**src/rtl/ps2_joypad_map.sv**
```systemverilog
// PS/2 set-2 scan-code decoder that tracks every mapped key as its own button
// and drives the joypad input register directly. Decoded make/break events
// are also exported for other consumers.
module ps2_joypad_map #(
  parameter int unsigned              N_BUTTONS    = 8,
  parameter logic [9*N_BUTTONS-1:0]   KEYMAP       = {9'h16C, 9'h170, 9'h171, 9'h169,
                                                      9'h175, 9'h172, 9'h16B, 9'h174},
  parameter bit                       MATCH_EXT    = 1'b1,
  parameter bit                       ACTIVE_LOW   = 1'b1,
  parameter int unsigned              HOLD_TIMEOUT = 0
) (
  input  logic                 clock,
  input  logic                 reset,
  input  logic [7:0]           ps2_data,
  input  logic                 ps2_hit,
  output logic [N_BUTTONS-1:0] buttons,
  output logic                 evt_valid,
  output logic [7:0]           evt_code,
  output logic                 evt_ext,
  output logic                 evt_break,
  output logic                 evt_mapped
);

  if (N_BUTTONS < 1 || N_BUTTONS > 16) begin : g_bad_n_buttons
    $error("ps2_joypad_map: N_BUTTONS must be in 1..16");
  end

  // Output level of a released button; a pressed button drives the complement.
  localparam logic [N_BUTTONS-1:0] IdleLevel = {N_BUTTONS{ACTIVE_LOW}};

  localparam logic [7:0] BytePause  = 8'hE1;
  localparam logic [7:0] ByteExt    = 8'hE0;
  localparam logic [7:0] ByteBreak  = 8'hF0;
  // Bytes left to discard after E1 to swallow the rest of the Pause sequence.
  localparam logic [2:0] PauseTail  = 3'd7;

  logic                 ext_q, ext_d;
  logic                 brk_q, brk_d;
  logic [2:0]           skip_q, skip_d;
  logic [N_BUTTONS-1:0] btn_q, btn_d;
  logic                 evt_valid_q, evt_valid_d;
  logic [7:0]           evt_code_q, evt_code_d;
  logic                 evt_ext_q, evt_ext_d;
  logic                 evt_break_q, evt_break_d;
  logic                 evt_mapped_q, evt_mapped_d;
  logic [N_BUTTONS-1:0] match;
  logic                 wd_fire;

  // Per-button key match against the incoming byte and the pending E0 flag.
  always_comb begin
    match = '0;
    for (int unsigned i = 0; i < N_BUTTONS; i++) begin
      if ((KEYMAP[9*i +: 8] == ps2_data) && (!MATCH_EXT || (KEYMAP[9*i+8] == ext_q))) begin
        match[i] = 1'b1;
      end
    end
  end

  if (HOLD_TIMEOUT > 0) begin : g_wd
    logic [31:0] wd_q;

    // Idle counter; stops at the timeout so the release-all fires once per idle stretch.
    always_ff @(posedge clock or posedge reset) begin
      if (reset) begin
        wd_q <= '0;
      end else if (ps2_hit) begin
        wd_q <= '0;
      end else if (wd_q != HOLD_TIMEOUT) begin
        wd_q <= wd_q + 32'd1;
      end
    end

    assign wd_fire = !ps2_hit && (wd_q == HOLD_TIMEOUT - 32'd1);
  end else begin : g_no_wd
    assign wd_fire = 1'b0;
  end

  // Byte parser: prefix flags, Pause swallowing, resets of the key state and final codes.
  always_comb begin
    ext_d        = ext_q;
    brk_d        = brk_q;
    skip_d       = skip_q;
    btn_d        = btn_q;
    evt_valid_d  = 1'b0;
    evt_code_d   = evt_code_q;
    evt_ext_d    = evt_ext_q;
    evt_break_d  = evt_break_q;
    evt_mapped_d = evt_mapped_q;
    if (ps2_hit) begin
      if (skip_q != 3'd0) begin
        skip_d = skip_q - 3'd1;
      end else begin
        case (ps2_data)
          BytePause: begin
            skip_d = PauseTail;
            ext_d  = 1'b0;
            brk_d  = 1'b0;
          end
          ByteExt:   ext_d = 1'b1;
          ByteBreak: brk_d = 1'b1;
          // Self-test pass, self-test fail and receive errors: the key state is unknown.
          8'hAA, 8'hFC, 8'h00, 8'hFF: begin
            btn_d = IdleLevel;
            ext_d = 1'b0;
            brk_d = 1'b0;
          end
          // Ack/resend replies can interleave a sequence; leave the flags alone.
          8'hFA, 8'hFE: ;
          default: begin
            for (int unsigned i = 0; i < N_BUTTONS; i++) begin
              if (match[i]) begin
                btn_d[i] = brk_q ? IdleLevel[i] : ~IdleLevel[i];
              end
            end
            evt_valid_d  = 1'b1;
            evt_code_d   = ps2_data;
            evt_ext_d    = ext_q;
            evt_break_d  = brk_q;
            evt_mapped_d = |match;
            ext_d        = 1'b0;
            brk_d        = 1'b0;
          end
        endcase
      end
    end else if (wd_fire) begin
      btn_d = IdleLevel;
      ext_d = 1'b0;
      brk_d = 1'b0;
    end
  end

  // State and registered outputs.
  always_ff @(posedge clock or posedge reset) begin
    if (reset) begin
      ext_q        <= 1'b0;
      brk_q        <= 1'b0;
      skip_q       <= '0;
      btn_q        <= IdleLevel;
      evt_valid_q  <= 1'b0;
      evt_code_q   <= '0;
      evt_ext_q    <= 1'b0;
      evt_break_q  <= 1'b0;
      evt_mapped_q <= 1'b0;
    end else begin
      ext_q        <= ext_d;
      brk_q        <= brk_d;
      skip_q       <= skip_d;
      btn_q        <= btn_d;
      evt_valid_q  <= evt_valid_d;
      evt_code_q   <= evt_code_d;
      evt_ext_q    <= evt_ext_d;
      evt_break_q  <= evt_break_d;
      evt_mapped_q <= evt_mapped_d;
    end
  end

  assign buttons    = btn_q;
  assign evt_valid  = evt_valid_q;
  assign evt_code   = evt_code_q;
  assign evt_ext    = evt_ext_q;
  assign evt_break  = evt_break_q;
  assign evt_mapped = evt_mapped_q;

endmodule

```
**config.mk**
```make
export PLATFORM = sky130hd
export DESIGN_NAME = ps2_joypad_map
export DESIGN_NICKNAME = d
export VERILOG_FILES = /design/src/rtl/ps2_joypad_map.sv
export SDC_FILE = /design/constraint.sdc
export NUM_CORES = 1
export LEC_CHECK = 0
export BUFFER_PORTS_ARGS = -buffer_cell sky130_fd_sc_hd__buf_2
export CAP_MARGIN = 20
export CORE_MARGIN = 5
export CORE_UTILIZATION = 35
export CTS_BUF_LIST = sky130_fd_sc_hd__clkbuf_4 sky130_fd_sc_hd__clkbuf_8
export CTS_CLUSTER_DIAMETER = 120
export DETAILED_ROUTE_END_ITERATION = 6
export SLEW_MARGIN = 40
export SYNTH_ARGS = -nofsm -noshare
export SYNTH_HDL_FRONTEND = slang
export SYNTH_SLANG_ARGS = --single-unit
```
**constraint.sdc**
```tcl
create_clock -name clock -period 5.4 [get_ports clock]
set_input_delay 1.08 -clock clock [delete_from_list [all_inputs] [get_ports clock]]
set_output_delay 1.08 -clock clock [all_outputs]
set_load 0.02 [all_outputs]
```
==> results of run 1 <==
-- state kept, by name, summed over array words and instances (netlist names) --
signal,count
buttons,8
evt_code,8
skip_q,3
brk_q,1
evt_break,1
evt_ext,1
evt_mapped,1
evt_valid,1
ext_q,1
-- logic make-up after synthesis --
family                     synth area share, %
buffers and inverters                    5.734
muxes                                    12.01
and+or+nand+nor                          19.80
AOI/OAI and AO/OA                        15.14
DFF                                      45.52
adders and majority gates                1.792
-- worst paths after layout --
path	start	end	slack [ps]	depth (start not counted)
max	ps2_data[1]	evt_code[4]	2670	5
min	buttons[7]	buttons[7]	510	1
max reg2reg	skip_q[0]	evt_code[4]	3130	6
min reg2reg	buttons[7]	buttons[7]	510	1
max in group asynchronous	reset	buttons[1]	4200	2
min in group asynchronous	reset	ext_q	830	2
-- Yosys cell counts (2+ instances only) --
master,instances
buf_2,3
or3b_2,2
dfstp_2,8
o32a_1,6
nand3b_1,2
nor2b_1,3
nor2_1,10
nand4_1,3
nor3_1,5
o21ai_0,4
dfrtp_1,17
nand2_1,9
a21oi_1,11
or4_1,2
a2bb2oi_1,2
mux2_2,2
inv_1,5
mux2_4,9
nand3_1,3
ha_1,2
o31ai_1,2
clkbuf_1,3
nor4_1,3
-- metal layers --
metal / vias to the layer above / routed length, um / global-route usage [%]
li1: 546 / - / -
met1: 508 / 1456 / 16.45
met2: 42 / 1386 / 18.17
met3: 7 / 168 / 2.893
met4: 0 / 50 / 4.918
met5: - / 0 / 0
-- layout make-up --
cell class / count / area share [%]
inverter: 5 / 1.177
clock inverter: 1 / 0.3140
clock buffer: 3 / 2.590
tap: 50 / 3.925
multi-input combinational: 93 / 42.70
timing repair buffer: 30 / 9.419
sequential: 25 / 39.87
-- power by group through the flow --
stage	Clock, mW	Combinational (mW)	Sequential, mW
after global routing	0.124	0.275	0.285
after global placement	0	0.250	0.281
after floorplan	0	0.136	0.333
final	0.112	0.253	0.278
after CTS	0.116	0.257	0.280
after detailed placement	0	0.256	0.284
-- through the flow --
stage | total power, mW | area [um^2] | hold slack, ps | utilization [%] | instances
CTS | 0.6530 | 1594 | 514.5 | 40.43 | 207
global route | 0.6836 | 1594 | 523.6 | 40.43 | 207
detailed placement | 0.5398 | 1548 | 500.7 | 39.26 | 203
floorplan | 0.4693 | 1396 | 493.1 | - | 132
finish | 0.6435 | 1594 | 510.2 | 40.43 | 207
global placement | 0.5313 | 1548 | 488.6 | 39.26 | 203
==> results.md, run 1 <==
* CP arrival at 2900 ps
* Share of layout cells above drive strength 1 at 37.58%
* Combinational share of power at 39.3%
* Cts repair resizes at 0
* Starting Density at 35.42%
* Final Hold Viols at 0
* Yosys reg bits at 25
* Worst min-delay path category: flip-flop to flip-flop
* Clk_lat worst skew at 270 ps
* Routed vias/inst at approximately 5.3
* Detailed Route WL at 3061 um
* Vias in the first global route at 1082
* Post-CTS Setup Bufs at 0
* Row count at 23
* TritonCTS Buffers at 3
* WS Path Type: primary input to flip-flop
* Area leader, netlist: dfrtp_1
* CP top delay family: simple AND/OR/NAND/NOR gates
* Pint at just over 0.4 mW
* Seq. cell area at 635.6 um^2
* Number of flops mapped to enable cells by yosys at 0
* GP Congestion at 0.9075
* Die W at 73.16 um
* TritonCTS clock tree: done
* Initial antenna violation count at 0
* RSZ-0062 raised after global routing: false
* DR WL/cell at 14.79 um
* Yosys warns at 0
* Routed Antenna Nets at 0
* Final setup vio count at 0
* Status: complete, no violations
* Ys flop type: dfrtp_1
* Crit path time final at around 2700 ps
* # DRC at 0
* CP max stage delay at 490 ps
* Buf/Inv on CP at 1
* Htree depth at 1
* Core area at 0.003943 mm^2
* Fillers at 381
* I/O pins at 31
* Yosys top cell area share at 30.47%
* Fin worst setup slack at 2669 ps
* Commonest non-fill, non-tap cell in the layout: buf_2
* Max Cap Viol at 0
* Critical path endpoint category: flip-flop
* Die ar. at around 0.0054 mm^2
* Critical path cell sequence: buf_2 > and4b_1 > a311o_2 > nor2b_4 > mux2_2
* DP Worst Slack at roughly 2400 ps
* Via count at 1103
* Worst slew pin tran at just over 500 ps
* First-pass GRT wire length at 5064 um
* GRT overflow at 0
* LEAKAGE at around 0.7 nW
* Distinct cell type count after synthesis at 39
* CTS clk-pin slew, worst paths at 90 ps
* Largest net degree at the start of global routing at 26
* Max IR drop VDD at 0.1884 mV
* N_diodes at 0
* Port buffer count at 30
* Switch Pwr at 0.2326 mW
* Period utilization at 50.57%
* Mapped Cells at 132
* Avg Inst Size Synth at 10.58 um^2
* Slew Limit Fails at 0
* Critical path required time at ~5600 ps
* Commonest cells after routing, fill and taps aside: buf_2, dfrtp_1, a21oi_1
* Flop pwr share at 43.3%
* Initial DRC Count at 14
* Seq/Total Area, Yosys at a little under half
* Slowest CP cell: a311o_2
* Crit Path Max Fanout at 19
* Setup TNS at 0 ps
* Worst-case clock skew at 9.678 ps
* Area growth from synthesis to layout at 14.16%
* Clock power share at 17.4%
* GRT Overall Usage at 12.04%
* Mapped Nets at 145
* Router iterations before antenna repair at 4
* Area contributors post-synth: dfrtp_1, dfstp_2, mux2_4, o32a_1, a21oi_1
* Ys async rst share at 100.0%
* CTS root buffer: clkbuf_8
* Worst rel slew slack at between 60 and 70%
* Nets at roughly 170
* Cell Area, Synth at 0.001396 mm^2
* FMAX at 366.2 MHz
* Critical path launch point type: primary input
* Max Buffers Root-to-Sink at 2
* CTS Hold Bufs at 0
* TritonCTS Sinks at 25
* Dpl hpwl at roughly 2200 um
* Sw frac at 36.15%
* DIE HEIGHT at 73.16 um
* PwrDens at 403.7 mW/mm^2
* Area taken by multi-input logic gates at 680.7 um^2
Note: power is estimated with default switching activity, not from simulation.
==> inputs of run 2 (changes only) <==
--- a/config.mk
+++ b/config.mk
@@ -5,6 +5,7 @@
 export SDC_FILE = /design/constraint.sdc
 export NUM_CORES = 1
 export LEC_CHECK = 0
+export ABC_AREA = 1
 export BUFFER_PORTS_ARGS = -buffer_cell sky130_fd_sc_hd__buf_2
 export CAP_MARGIN = 20
 export CORE_MARGIN = 5
==> constraint.sdc (replaced) <==
create_clock -name clock -period 2.6 [get_ports clock]
set_input_delay 0.52 -clock clock [delete_from_list [all_inputs] [get_ports clock]]
set_output_delay 0.52 -clock clock [all_outputs]
set_load 0.02 [all_outputs]
==> run 2 against run 1 <==
Net effect: sequential power grew 120%; worst hold slack lost 220 ps; cell area grew 13%; critical path type is now flip-flop to flip-flop.
==> results.md, run 2 <==
* Post-CTS Setup Bufs at 0
* Yosys reg bits at 25
* Die W at 76.72 um
* Router iterations before antenna repair at 4
* Commonest non-fill, non-tap cell in the layout: nand2_1
* Worst Setup EP: evt_code[3]
* Crit path time final at 2098 ps
* Seq. cell area at 635.6 um^2
* Status: complete, no violations
* Core area at 0.004324 mm^2
* Power Total at roughly 1.5 mW
* GRT overflow at 0
* Placed cell area at 0.001754 mm^2
* Slowest CP cell: dfrtp_1
* Flop-to-flop setup slack at 500 ps
* Switch Pwr at ~0.6 mW
* Routed vias/inst at 4.912
* DR WL/cell at 11.98 um
* Flop pwr share at 42.0%
* Max IR drop VDD at around 0.28 mV
* Starting Density at 36.02%
* N_diodes at 0
* CTS root buffer: clkbuf_8
* TritonCTS Buffers at 3
* Mapped Nets at between 200 and 250
* Yosys warns at 0
* Port buffer count at 30
* Avg Inst Size Synth at about 7 um^2
* Via count at 1503
* Worst hold margin at 287.6 ps
* Max Buffers Root-to-Sink at 2
* Ys async rst share at 100.0%
* Die ar. at 0.005885 mm^2
* Seq/Total Area, Yosys at 40.80%
* GP Congestion at a little over 0.9
* Critical path cell sequence: inv_1 > ha_1 > inv_1 > nor2_2 > nand2_1 > inv_2 > nand2_1 > nor2_2 > nand3_2 > nand2_1 > nand2_1
* TritonCTS clock tree: done
* Area contributors post-synth: dfrtp_1, nand2_1, dfstp_2, nand3_1, nand4_1
* Worst min-delay path category: primary input to asynchronous set/reset pin
* Critical path launch point type: flip-flop
* Combinational share of power at 41.3%
* Clock power share at 16.7%
* WS Path Type: flip-flop to flip-flop
* Critical path required time at between 2000 and 3000 ps
* Area growth from synthesis to layout at 15.74%
* Commonest cells after routing, fill and taps aside: nand2_1, buf_2, nand3_1
* Vias in the first global route at 1451
* Nets at approximately 270
* Final Hold Viols at 0
* Mapped Cells at 223
* Share of layout cells above drive strength 1 at a little under a quarter
* Area taken by multi-input logic gates at ~800 um^2
* Setup TNS at 0 ps
* Worst slew pin tran at approximately 470 ps
* Max Cap Viol at 0
* Number of flops mapped to enable cells by yosys at 0
* Commonest cells in the netlist: nand2_1, nand3_1, nor2_1
* Largest net degree at the start of global routing at 26
* Cell Area, Synth at roughly 0.0016 mm^2
* Area leader, netlist: dfrtp_1
* Cts repair resizes at 0
* Final setup vio count at 0
* Final Cell Area at 0.001803 mm^2
* Crit Path Max Fanout at 17
* Slew Limit Fails at 0
* Worst path depth at 11
* CTS Hold Bufs at 0
* Worst R2R Path Depth at 11
* Initial antenna violation count at 0
* PwrDens at 815.6 mW/mm^2
* GRT Overall Usage at between 10% and 20%
* Top-count cell post-synth: nand2_1
* Yosys top cell area share at 27.31%
* Worst r2r dst: evt_code[3]
* Worst rel slew slack at 68.48%
* DIE HEIGHT at 76.72 um
* Htree depth at 1
* Distinct cell type count after synthesis at 23
* Period utilization at 80.70%
* Crit. Startpoint: skip_q[0]
* CP arrival at 2260 ps
* CP top delay family: simple AND/OR/NAND/NOR gates
* Detailed Route WL at between 3000 and 4000 um
* RR Startpoint: skip_q[0]
* Row count at 24
* Clk_lat worst skew at 270 ps
* LEAKAGE at 1.027 nW
* CTS clk-pin slew, worst paths at 90 ps
* Most prevalent standard cell on the critical path: nand2_1
* Dpl hpwl at 2913 um
* # DRC at 0
* Ys flop type: dfrtp_1
* Fillers at slightly below 500
* Routed Antenna Nets at 0
* RSZ-0062 raised after global routing: false
* Buf/Inv on CP at 3
* Worst-case clock skew at 1.204 ps
* Initial DRC Count at 86
* Critical path endpoint category: flip-flop
* First-pass GRT wire length at 6451 um
* Sw frac at 41.22%
* FMAX at 476.6 MHz
* Pint at 0.8643 mW
* I/O pins at 31
* CP max stage delay at 380 ps
* TritonCTS Sinks at 25
==> run 2: kinds of logic (layout without fill, tap and decap cells) <==
kind of cell,count (synthesis),count (layout),share of synthesized area [%]
AO/OA/AOI/OAI,9,9,3.213
adder cells (fa/ha/maj),2,2,1.606
buffers and inverters,29,60,7.952
AND/OR/NAND/NOR,158,158,46.43
flip-flops,25,25,40.80
==> run 2: power by group through the flow <==
stage	combinational (mW)	clock, mW	sequential (mW)
CTS	0.617	0.251	0.619
global route	0.689	0.270	0.637
global placement	0.607	0	0.630
finish	0.607	0.245	0.618
detailed placement	0.616	0	0.627
floorplan	0.319	0	0.743
==> run 2: how the worst min path moves through the flow <==
stage                from     endpoint  depth (start not counted)
2_1_floorplan   skip_q[0]    skip_q[0]                          2
6_report            reset  evt_code[1]                          3
5_1_grt             reset    evt_valid                          3
3_5_place_dp   buttons[6]   buttons[6]                          2
3_3_place_gp   buttons[2]   buttons[2]                          2
4_1_cts             reset  evt_code[0]                          3
==> run 2: worst register-to-register path, stage by stage (launching register included) <==
cell	delay, ps
dfrtp_1	380
inv_1	100
ha_1	170
inv_1	50
nor2_2	110
nand2_1	110
inv_2	210
nand2_1	110
nor2_2	290
nand3_2	280
nand2_1	120
nand2_1	60
==> run 2: stage by stage <==
stage / cells / setup WS (ps) / util (%)
after floorplan: 223 / 1027 / -
after global placement: 302 / 556.1 / 40.57
after detailed placement: 302 / 489.6 / 40.57
after CTS: 306 / 495.8 / 41.70
after global routing: 306 / 205.6 / 41.70
final: 306 / 501.9 / 41.70
==> run 2: final cells by class <==
class,instances,area share (%)
inverter,24,4.997
sequential,25,35.25
timing repair buffer,32,9.160
tap,52,3.609
multi-input combinational,169,44.27
clock buffer,4,2.706
==> run 2: layer usage <==
layer	track usage, %	share of wire, %
met1	16.65	46
met2	21.31	46
met3	2.576	5.7
met4	5.245	2.2
met5	0	0
